File: config.mk
export PLATFORM = sky130hd
export DESIGN_NAME = uc_seq
export DESIGN_NICKNAME = d
export VERILOG_FILES = /design/src/rtl/uc_seq.sv
export SDC_FILE = /design/constraint.sdc
export NUM_CORES = 1
export LEC_CHECK = 0
export BUFFER_PORTS_ARGS = -buffer_cell sky130_fd_sc_hd__buf_2
export CORE_MARGIN = 2
export CORE_UTILIZATION = 44
export DETAILED_ROUTE_END_ITERATION = 10
export PLACE_DENSITY = 0.74
export SLEW_MARGIN = 30
export SYNTH_ARGS = -nofsm -noshare
export SYNTH_HDL_FRONTEND = slang
export SYNTH_SLANG_ARGS = --single-unit
File: constraint.sdc
create_clock -name clk -period 1.5 [get_ports clk]
set_clock_uncertainty 0.2 [all_clocks]
set_input_delay 0.225 -clock clk [delete_from_list [all_inputs] [get_ports clk]]
set_output_delay 0.225 -clock clk [all_outputs]
set_load 0.02 [all_outputs]
File: src/rtl/uc_seq.sv
// rtl/uc_seq.sv - sequenced control unit for the single-cycle microc datapath
module uc_seq #(
    parameter int OPW          = 6,
    parameter int CNTW         = 16,
    parameter int START_CYCLES = 2
) (
    input  logic            clk,
    input  logic            reset,
    input  logic [OPW-1:0]  opcode,
    input  logic            z,
    output logic            s_abs,
    output logic            s_inc,
    output logic            s_inm,
    output logic            we3,
    output logic            wez,
    output logic [2:0]      op,
    output logic            halted,
    output logic            illegal,
    output logic [CNTW-1:0] icount
);

    localparam int SCW = (START_CYCLES > 1) ? $clog2(START_CYCLES) : 1;
    localparam logic [SCW-1:0] START_LAST = SCW'(START_CYCLES - 1);

    typedef enum logic [1:0] {
        ST_START = 2'd0,
        ST_RUN   = 2'd1,
        ST_HALT  = 2'd2
    } state_t;

    state_t          state_q;
    logic [SCW-1:0]  start_cnt_q;
    logic            illegal_q;
    logic            halted_q;
    logic [CNTW-1:0] icount_q;

    logic [5:0] opc;
    logic       is_alu;
    logic       is_li;
    logic       is_jmp;
    logic       is_nop;
    logic       is_halt;
    logic       is_legal;
    logic       start_done;

    assign opc      = opcode[5:0];
    assign is_alu   = ~opc[5];
    assign is_li    = (opc[5:2] == 4'b1000);
    assign is_jmp   = (opc[5:2] == 4'b1001);
    assign is_nop   = (opc == 6'b101000);
    assign is_halt  = (opc == 6'b111111);
    assign is_legal = is_alu | is_li | is_jmp | is_nop | is_halt;

    // A zero-length start phase still spends exactly one edge in START.
    assign start_done = (START_CYCLES == 0) || (start_cnt_q == START_LAST);

    always_comb begin
        s_abs = 1'b0;
        s_inc = 1'b1;
        s_inm = 1'b0;
        we3   = 1'b0;
        wez   = 1'b0;
        op    = 3'b000;
        case (state_q)
            ST_RUN: begin
                if (is_alu) begin
                    op  = opc[4:2];
                    we3 = 1'b1;
                    wez = 1'b1;
                end else if (is_li) begin
                    s_inm = 1'b1;
                    we3   = 1'b1;
                end else if (is_jmp) begin
                    case (opc[1:0])
                        2'b00: begin s_abs = 1'b1; s_inc = 1'b0; end
                        2'b01: begin s_abs = 1'b1; s_inc = ~z;   end
                        2'b10: begin s_abs = 1'b1; s_inc = z;    end
                        default: begin s_abs = 1'b0; s_inc = 1'b0; end
                    endcase
                end else if (is_halt) begin
                    s_inc = 1'b0;
                end
            end
            // HALT re-issues a zero-offset relative jump so the PC stays put.
            ST_HALT: s_inc = 1'b0;
            default: ;
        endcase
    end

    always_ff @(posedge clk or negedge reset) begin
        if (!reset) begin
            state_q     <= ST_START;
            start_cnt_q <= '0;
            illegal_q   <= 1'b0;
            halted_q    <= 1'b0;
            icount_q    <= '0;
        end else begin
            case (state_q)
                ST_START: begin
                    start_cnt_q <= start_cnt_q + 1'b1;
                    if (start_done) begin
                        state_q <= ST_RUN;
                    end
                end
                ST_RUN: begin
                    icount_q <= icount_q + 1'b1;
                    if (!is_legal) begin
                        illegal_q <= 1'b1;
                    end
                    if (is_halt) begin
                        state_q  <= ST_HALT;
                        halted_q <= 1'b1;
                    end
                end
                ST_HALT: ;
                default: state_q <= ST_START;
            endcase
        end
    end

    assign halted  = halted_q;
    assign illegal = illegal_q;
    assign icount  = icount_q;

endmodule

# Word level (Yosys, flattened, before mapping)

Index checks and enable logic that the tools add are counted.

Register bits: 21
Bits in latches: 0
RAM bits: 0
Bits in read-only memories: 0
Input port bits: 9
Logic and storage cells: 54
Memories kept: 0

Add/subtract/negate cells: 2
Multipliers: 0
Divide/modulo/power cells: 0
Magnitude comparators: 0
Equality and inequality tests: 10
Shift-type cells: 0
Mux-type cells: 23
Bitwise operators: 8
Reduce and logical (&&, ||, !) cells: 6

Operators by type and width:

| cell                                                                  | count |
|---|---|
| 16-bit by 1-bit adder with 16-bit output, second input constant       | 1 |
| 1-bit 2-to-1 mux                                                      | 16 |
| 6-bit equality test, second input constant                            | 2 |
| 4-bit equality test, second input constant                            | 2 |
| 3-bit 2-to-1 mux                                                      | 2 |
| 2-bit one-hot mux with 3 select lines                                 | 1 |
| 2-bit by 1-bit equality test with 1-bit output, second input constant | 2 |
| 2-bit equality test, second input constant                            | 2 |
| 2-bit zero test                                                       | 2 |
| 2-bit 2-to-1 mux                                                      | 2 |
| 2-bit != test, second input constant                                  | 2 |
| 1-bit NOT                                                             | 4 |
| 1-bit OR                                                              | 4 |
| 1-bit one-hot mux with 2 select lines                                 | 2 |
| 2-bit AND reduction                                                   | 2 |
| 3-bit AND reduction                                                   | 1 |
| 3-bit OR reduction                                                    | 1 |
| 1-bit adder, second input constant                                    | 1 |

# Logic depth before layout (Yosys ltp)

Gate-level depths: netlist (run 1).

Depth in word-level cells: 7
Gate-level depth with buffers: 5
Mapped depth without buffers: 5

# Least setup slack after synthesis (run 1)

OpenSTA, ideal clock, no wires.

Path type: flip-flop to output port
Start: register state_q[1]
End: output port s_abs
Arrival time: 1635 ps
Required time: 1075 ps
Slack: -560 ps
Stages on the path, launching flop included: 4
Cell sequence: dfrtp_1 > and2b_4 > nand3_2 > a2111oi_1

Cells in the longest elaborated chain, start to end: 2

RTL lines:

| element                                        | line | text |
|---|---|---|
| from (decl)                                    | 31   | `state_t state_q;` |
| from (signal assigned)                         | 92   | `state_q <= ST_START;` |
| from (signal assigned)                         | 102  | `state_q <= ST_RUN;` |
| from (signal assigned)                         | 111  | `state_q <= ST_HALT;` |
| 2-bit by 1-bit equality test with 1-bit output | 64   | `case (state_q)` |
| 1-bit 2-to-1 mux                               | 64   |  |
| to (decl)                                      | 11   | `output logic s_abs,` |

No other way between the ends.

# Worst setup path in the final report (run 1)

Same ends and word-level chain as after synthesis.

==> results.py, run 1 <==
metrics = {
    "route": {
        "wire_per_inst_um": 13.1,
        "drt-total-wl_um": 2380,
        "vias": 915,
        "dr.pass1.iters": 2,
        "route.detailed.drc": 0,
        "drt_iter0_markers": 8,
        "via_per_inst": 5.03,
        "ant_nets": 0,
    },
    "die": {
        "fp.dieW_um": 52.6,
        "initial_core_util": 0.469,
        "core_sq_mm": 0.00221,
        "die_y_um": 52.6,
        "die_area_sq_mm": 0.00276,
        "rows": 17,
        "io_pins": 35,
    },
    "power": {
        "leakagePower_nw": 0.790,
        "swShare": 0.404,
        "sequentialPowerShare": 0.441,
        "vdd_ir_drop_max_v": 0.000929,
        "powerDensity_mw_per_mm2": 1280,
        "netSwitchingPower_w": 0.000793,
        "internal_power_w": 0.00117,
        "combPwrFrac": 0.420,
        "power.total_w": 0.00196,
        "clkPwrFrac": 0.139,
    },
    "place": {
        "place_area_sq_mm": 0.00142,
        "gp_congestion": 0.887,
        "place_ws_ns": -0.270,
        "port_buffers": 34,
        "dp_hpwl_um": 1780,
    },
    "sta": {
        "worstMarginPinSlew_ns": 0.470,
        "maxSlewHeadroom": 0.687,
        "fin_ws_ns": -0.387,
        "fmax_ghz": 0.530,
        "finalSetupViolCount": 18,
        "finalWorstPathRequiredPeriod_ns": 1.89,
        "hold_violations": 0,
        "layout_worst_path_cycle_share": 1.26,
        "grt_setup_unrepaired": "true",
        "slew_violations": 0,
    },
    "synthesis": {
        "yosysWarnings": 0,
        "synthTopCellsByArea": "dfrtp_1 51%, xnor2_1 8.4%, xor2_1 5.1%",
        "synth_top_area_cell": "dfrtp_1",
        "synth_seq_cells": 21,
        "synth_top_area_share": 0.507,
        "postSynthAreaPerCell_sq_um": 10.6,
        "syn_inst": 98,
        "syn-num-nets": 108,
        "syn_area_sq_mm": 0.00104,
        "synth.distinct_cells": 28,
        "yosysSeqAreaShare": 0.507,
    },
    "critical_path": {
        "worstPathRequired_ns": 1.07,
        "start_kind": "flip-flop",
        "worstSetupPathType": "flip-flop to primary output",
        "worstPathArrival_ns": 1.46,
        "crit_path_max_fanout": 3,
        "end_kind": "primary output",
    },
    "grt": {
        "gr-total-overflow": 0,
        "grt_util_met2": 0.350,
        "grt_pass1_vias": 922,
        "use_met3": 0.0343,
        "grt_max_degree": 22,
        "grt_pass1_wl_um": 4010,
        "antenna_found_initial": 0,
        "grtUsageMet1": 0.237,
        "grt.total_usage": 0.200,
        "grt_busiest_layer": "met2",
    },
    "clock_tree": {
        "path_clk_slew_ns": 0.12,
        "h-tree-depth": 1,
        "numCtsBuffers": 3,
        "cts_sinks": 21,
        "cts-root-buf": "clkbuf_4",
        "clock_latency_ns": 0.30,
        "clk_path_buf_depth": 2,
        "cts_tree": "built",
    },
    "status": {
        "violations": "setup timing",
        "status": "finished, violations left",
    },
    "finish": {
        "finalNetCount": 165,
        "final_layout_size_suffix_gt1_frac": 0.506,
        "syn_to_final_growth_pct": 48.4,
        "stdcell_area_sq_mm": 0.00154,
        "antenna-diode-count": 0,
        "utilization": 0.696,
    },
    "min_path": {
        "min_path_type": "input pin to flip-flop",
    },
    "run": {
        "maxCapViolCount": 0,
    },
}
## layout make-up
type | instances | area (sq um)
Clock buffer | 3 | 22.5
Clock inverter | 1 | 5.00
Fill cell | 182 | 673
Inverter | 3 | 11.3
Multi-Input combinational cell | 74 | 606
Sequential cell | 21 | 529
Tap cell | 28 | 35.0
Timing Repair Buffer | 52 | 330
## registers in the layout (all words and copies together) (netlist names)
name and flops:
start_cnt_q 1, halted 1, icount 16, state_q 2
illegal 1
## final timing paths
kind,startpoint,endpoint,slack [ns],depth (start not counted)
worst max-delay path,state_q[1],s_abs,-0.39,4
worst min-delay path,opcode[5],illegal,0.08,3
worst max register to register,state_q[1],icount[14],-0.10,5
worst min register to register,icount[15],icount[15],0.28,1
max in group asynchronous,reset,icount[2],0.56,2
min in group asynchronous,reset,icount[3],0.19,2
## cell usage after synthesis
| cell type | number |
|---|---|
| or2_1 | 1 |
| nand3_1 | 9 |
| nand4b_4 | 1 |
| dfrtp_1 | 21 |
| o2bb2ai_1 | 1 |
| or3_1 | 2 |
| and2b_4 | 1 |
| nand2b_1 | 1 |
| a2111oi_1 | 1 |
| inv_1 | 3 |
| nor3b_1 | 1 |
| o22ai_1 | 1 |
| o21bai_1 | 2 |
| nor3_2 | 2 |
| ha_1 | 1 |
| and4_1 | 1 |
| nand2_1 | 8 |
| nor2_1 | 8 |
| and3_1 | 4 |
| nand3_2 | 1 |
| and2_1 | 2 |
| or4_1 | 1 |
| nor3_1 | 1 |
| and3b_1 | 1 |
| xor2_1 | 6 |
| xnor2_1 | 10 |
| a21oi_1 | 4 |
| nand4_1 | 3 |
## per-layer routing
metal	wire length (um)	share of wire
met1	1020	0.43
met2	1270	0.53
met3	74	0.031
met4	16	0.0067
met5	0	0
## power groups by stage
stage          Combinational [W]  Sequential [W]  Clock (W)
6_report                0.000825        0.000866   0.000274
5_1_grt                 0.000903        0.000890   0.000317
4_1_cts                 0.000786        0.000861   0.000286
3_5_place_dp            0.000738        0.000871          0
3_3_place_gp            0.000728        0.000867          0
2_1_floorplan           0.000321        0.000988          0
## repair_timing
| item | 4_1_cts | 5_1_grt |
|---|---|---|
| hold buffers | 1 | 0 |
| pin swaps | 3 | 3 |
| endpoints found under the hold margin | 21 | 0 |
| setup endpoints to repair | 15 | 20 |
| resized for setup | 11 | 9 |
| setup buffers | 1 | 0 |
## kinds of logic after synthesis
logic type               Yosys count  synth area share
XOR/XNOR                          16             0.135
adder cells (fa/ha/maj)            1            0.0121
flip-flops                        21             0.507
AND/OR/NAND/NOR                   48             0.277
AO/OA/AOI/OAI                      9            0.0579
buffers and inverters              3            0.0109
## per-stage QoR
step | hold WS (ns) | TNS, ns | cells
2_1_floorplan | -0.271 | -0.196 | 98
3_3_place_gp | 0.00248 | -0.578 | 176
3_5_place_dp | 0.00916 | -0.790 | 176
4_1_cts | 0.0671 | -2.40 | 182
5_1_grt | 0.0591 | -4.21 | 182
6_report | 0.0843 | -2.61 | 182
## worst max-delay path, cell delays in order (launching register included)
cell,delay [ns]
dfrtp_1,0.40
and2b_4,0.27
nand3_4,0.10
a2111oi_4,0.19
buf_4,0.19
## cell usage in the layout, fill, tap and decap left out, drive strengths merged, types with 2 or more instances in the layout
cell / netlist / routed
and3: 4 / 4
nor3: 3 / 3
clkbuf: 0 / 3
nor2: 8 / 8
nand4: 3 / 3
xor2: 6 / 6
nand3: 10 / 10
or3: 2 / 2
xnor2: 10 / 10
o21bai: 2 / 2
buf: 0 / 51
and2: 2 / 2
dfrtp: 21 / 21
inv: 3 / 3
nand2: 8 / 8
a21oi: 4 / 4
Note: power is estimated with default switching activity, not from simulation.
==> run 2: changes to the inputs <==
--- a/config.mk
+++ b/config.mk
@@ -7,9 +7,11 @@
 export LEC_CHECK = 0
 export BUFFER_PORTS_ARGS = -buffer_cell sky130_fd_sc_hd__buf_2
 export CORE_MARGIN = 2
-export CORE_UTILIZATION = 44
+export CORE_UTILIZATION = 48
 export DETAILED_ROUTE_END_ITERATION = 10
-export PLACE_DENSITY = 0.74
+export MAX_ROUTING_LAYER = met4
+export PLACE_DENSITY = 0.77
+export RECOVER_POWER = 25
 export SLEW_MARGIN = 30
 export SYNTH_ARGS = -nofsm -noshare
 export SYNTH_HDL_FRONTEND = slang
==> constraint.sdc (replaced) <==
create_clock -name clk -period 1.9 [get_ports clk]
set_clock_uncertainty 0.2 [all_clocks]
set_input_delay 0.285 -clock clk [delete_from_list [all_inputs] [get_ports clk]]
set_output_delay 0.285 -clock clk [all_outputs]
set_load 0.02 [all_outputs]
==> run 2 against run 1 <==
The flow still finishes with violations (setup timing). Die area decreased by 7.7%. Register-to-register slack improved by 0.36 ns. First-iteration DRC count increased by 25%. Sequential cell count unchanged. Cell count decreased by 6.6%. Design area decreased by 11%. Core utilization decreased by 1.3 points. Critical path depth unchanged. Global-route usage increased by 1.0 points. Sequential power decreased by 23%. Critical path type unchanged.
==> results.py, run 2 (synthesized netlist as in run 1, its figures left out) <==
metrics = {
    "status": {
        "status": "finished, violations left",
        "violations": "setup timing",
    },
    "min_path": {
        "worstHoldStart": "opcode[5]",
        "hold_path_depth": 3,
        "min_path_type": "input pin to flip-flop",
        "min_to": "illegal",
    },
    "finish": {
        "layout_common_cells": "29 x buf_2, 21 x dfrtp_1, 10 x xnor2_1, 10 x buf_4, 9 x nand3_1",
        "utilization": 0.683,
        "finalNetCount": 154,
        "largest_reg_flops": 16,
        "syn_to_final_growth_pct": 31.7,
        "finalNonFillerCells": 170,
        "antenna-diode-count": 0,
        "final_layout_size_suffix_gt1_frac": 0.350,
        "layout_commonest_cell": "buf_2",
    },
    "critical_path": {
        "worstPathRequired_ns": 1.41,
        "slowest_stage": "dfrtp_1",
        "crit_path_max_fanout": 3,
        "crit_buf_inv": 1,
        "rr_endpoint": "icount[10]",
        "r2r_setup_slack_ns": 0.26,
        "r2r-start": "icount[0]",
        "critical_path.top_delay_family": "flip-flops",
        "crit_path_cell_trace": "and2b_4, nand3_4, a2111oi_4, buf_4",
        "worstSetupPathType": "flip-flop to primary output",
        "rr_worst_depth": 5,
        "critical_path.max_stage_delay_ns": 0.39,
        "worstPathArrival_ns": 1.46,
        "start_kind": "flip-flop",
        "end_kind": "primary output",
    },
    "run": {
        "maxCapViolCount": 0,
    },
    "route": {
        "drt_iter0_markers": 10,
        "ant_nets": 0,
        "via_per_inst": 5.22,
        "vias": 887,
        "dr.pass1.iters": 4,
        "wire_per_inst_um": 13.1,
        "drt-total-wl_um": 2220,
        "route.detailed.drc": 0,
    },
    "sta": {
        "layout_worst_path_cycle_share": 1.02,
        "hold_violations": 0,
        "worstMarginPinSlew_ns": 1.09,
        "finalSetupViolCount": 3,
        "finalWorstPathRequiredPeriod_ns": 1.94,
        "fmax_ghz": 0.514,
        "slew_violations": 0,
        "grt_setup_unrepaired": "true",
        "fin_ws_ns": -0.0442,
        "maxSlewHeadroom": 0.275,
    },
    "die": {
        "rows": 16,
        "initial_core_util": 0.518,
        "die_y_um": 50.5,
        "die_area_sq_mm": 0.00255,
        "fp.dieW_um": 50.5,
        "io_pins": 35,
        "core_sq_mm": 0.00200,
    },
    "clock_tree": {
        "cts_sinks": 21,
        "clk_path_buf_depth": 2,
        "cts-root-buf": "clkbuf_4",
        "h-tree-depth": 1,
        "cts_tree": "built",
        "path_clk_slew_ns": 0.11,
        "numCtsBuffers": 3,
        "clock_latency_ns": 0.31,
    },
    "power": {
        "clkPwrFrac": 0.153,
        "powerDensity_mw_per_mm2": 1030,
        "swShare": 0.407,
        "combPwrFrac": 0.373,
        "leakagePower_nw": 0.701,
        "vdd_ir_drop_max_v": 0.000722,
        "internal_power_w": 0.000838,
        "sequentialPowerShare": 0.474,
        "netSwitchingPower_w": 0.000574,
    },
    "place": {
        "dp.cells": 163,
        "gp_congestion": 0.761,
        "dp_hpwl_um": 1650,
        "port_buffers": 34,
    },
    "grt": {
        "antenna_found_initial": 0,
        "grt_pass1_vias": 870,
        "grt.total_usage": 0.210,
        "gr-total-overflow": 0,
        "grt_max_degree": 22,
        "grt_pass1_wl_um": 3930,
    },
}
run 2: changes by cell type in the layout (fill, tap and decap cells not counted), sizes merged:
cell / previous run / this run
clkinv: 1 / 0
clkbuf: 3 / 5
buf: 51 / 39
run 2: worst max-delay path by stage:
stage                from     to  slack [ns]  depth (start not counted)
2_1_floorplan  state_q[1]  s_abs        0.05                          3
3_3_place_gp    opcode[1]  s_inc        0.05                          6
3_5_place_dp    opcode[1]  s_inc        0.04                          6
4_1_cts        state_q[1]  s_abs       -0.05                          4
5_1_grt        state_q[1]  s_abs        -0.1                          4
6_report       state_q[1]  s_abs       -0.04                          4
run 2: power groups by stage:
stage                     combinational (W)  sequential [W]  clock (W)
after CTS                          0.000531        0.000668   0.000221
after floorplan                    0.000232        0.000759          0
after global placement             0.000487        0.000671          0
after detailed placement           0.000509        0.000677          0
after global routing               0.000584        0.000691   0.000229
final                              0.000527        0.000669   0.000216
run 2: routing by layer:
metal / vias up / global-route usage / routed length [um]
met4: 0 / 0.0541 / 25
met1: 431 / 0.255 / 985
met5: - / - / 0
li1: 434 / - / -
met3: 4 / 0.0565 / 98
met2: 18 / 0.349 / 1110
run 2: layout make-up:
class | instances | area (sq um)
fill | 161 | 636
multi-input combinational | 74 | 536
sequential | 21 | 526
timing repair buffer | 41 | 234
tap | 27 | 33.8
clock buffer | 4 | 26.3
inverter | 3 | 11.3
run 2: worst min-delay path: stages:
cell and delay (ns):
buf_2 0.15, nand3_1 0.09, o21bai_1 0.06
run 2: per-stage QoR:
step	setup slack, ns	cell area, sq um	power, W	setup TNS, ns	hold WS (ns)
after CTS	-0.0543	1370	0.00142	-0.0565	0.104
after detailed placement	0.0434	1280	0.00119	0	0.0627
after floorplan	0.0535	1040	0.000991	0	-0.211
final	-0.0442	1370	0.00141	-0.0543	0.115
after global placement	0.0497	1280	0.00116	0	0.0528
after global routing	-0.0973	1370	0.00150	-0.332	0.144
run 2: repair_timing:
action,in CTS,in global routing
gates cloned,0,0
gates resized for setup,9,0
endpoints found under the hold margin,21,0
buffers inserted,2,0
setup endpoints to repair,6,5
pin swaps,1,0
hold buffers,1,0
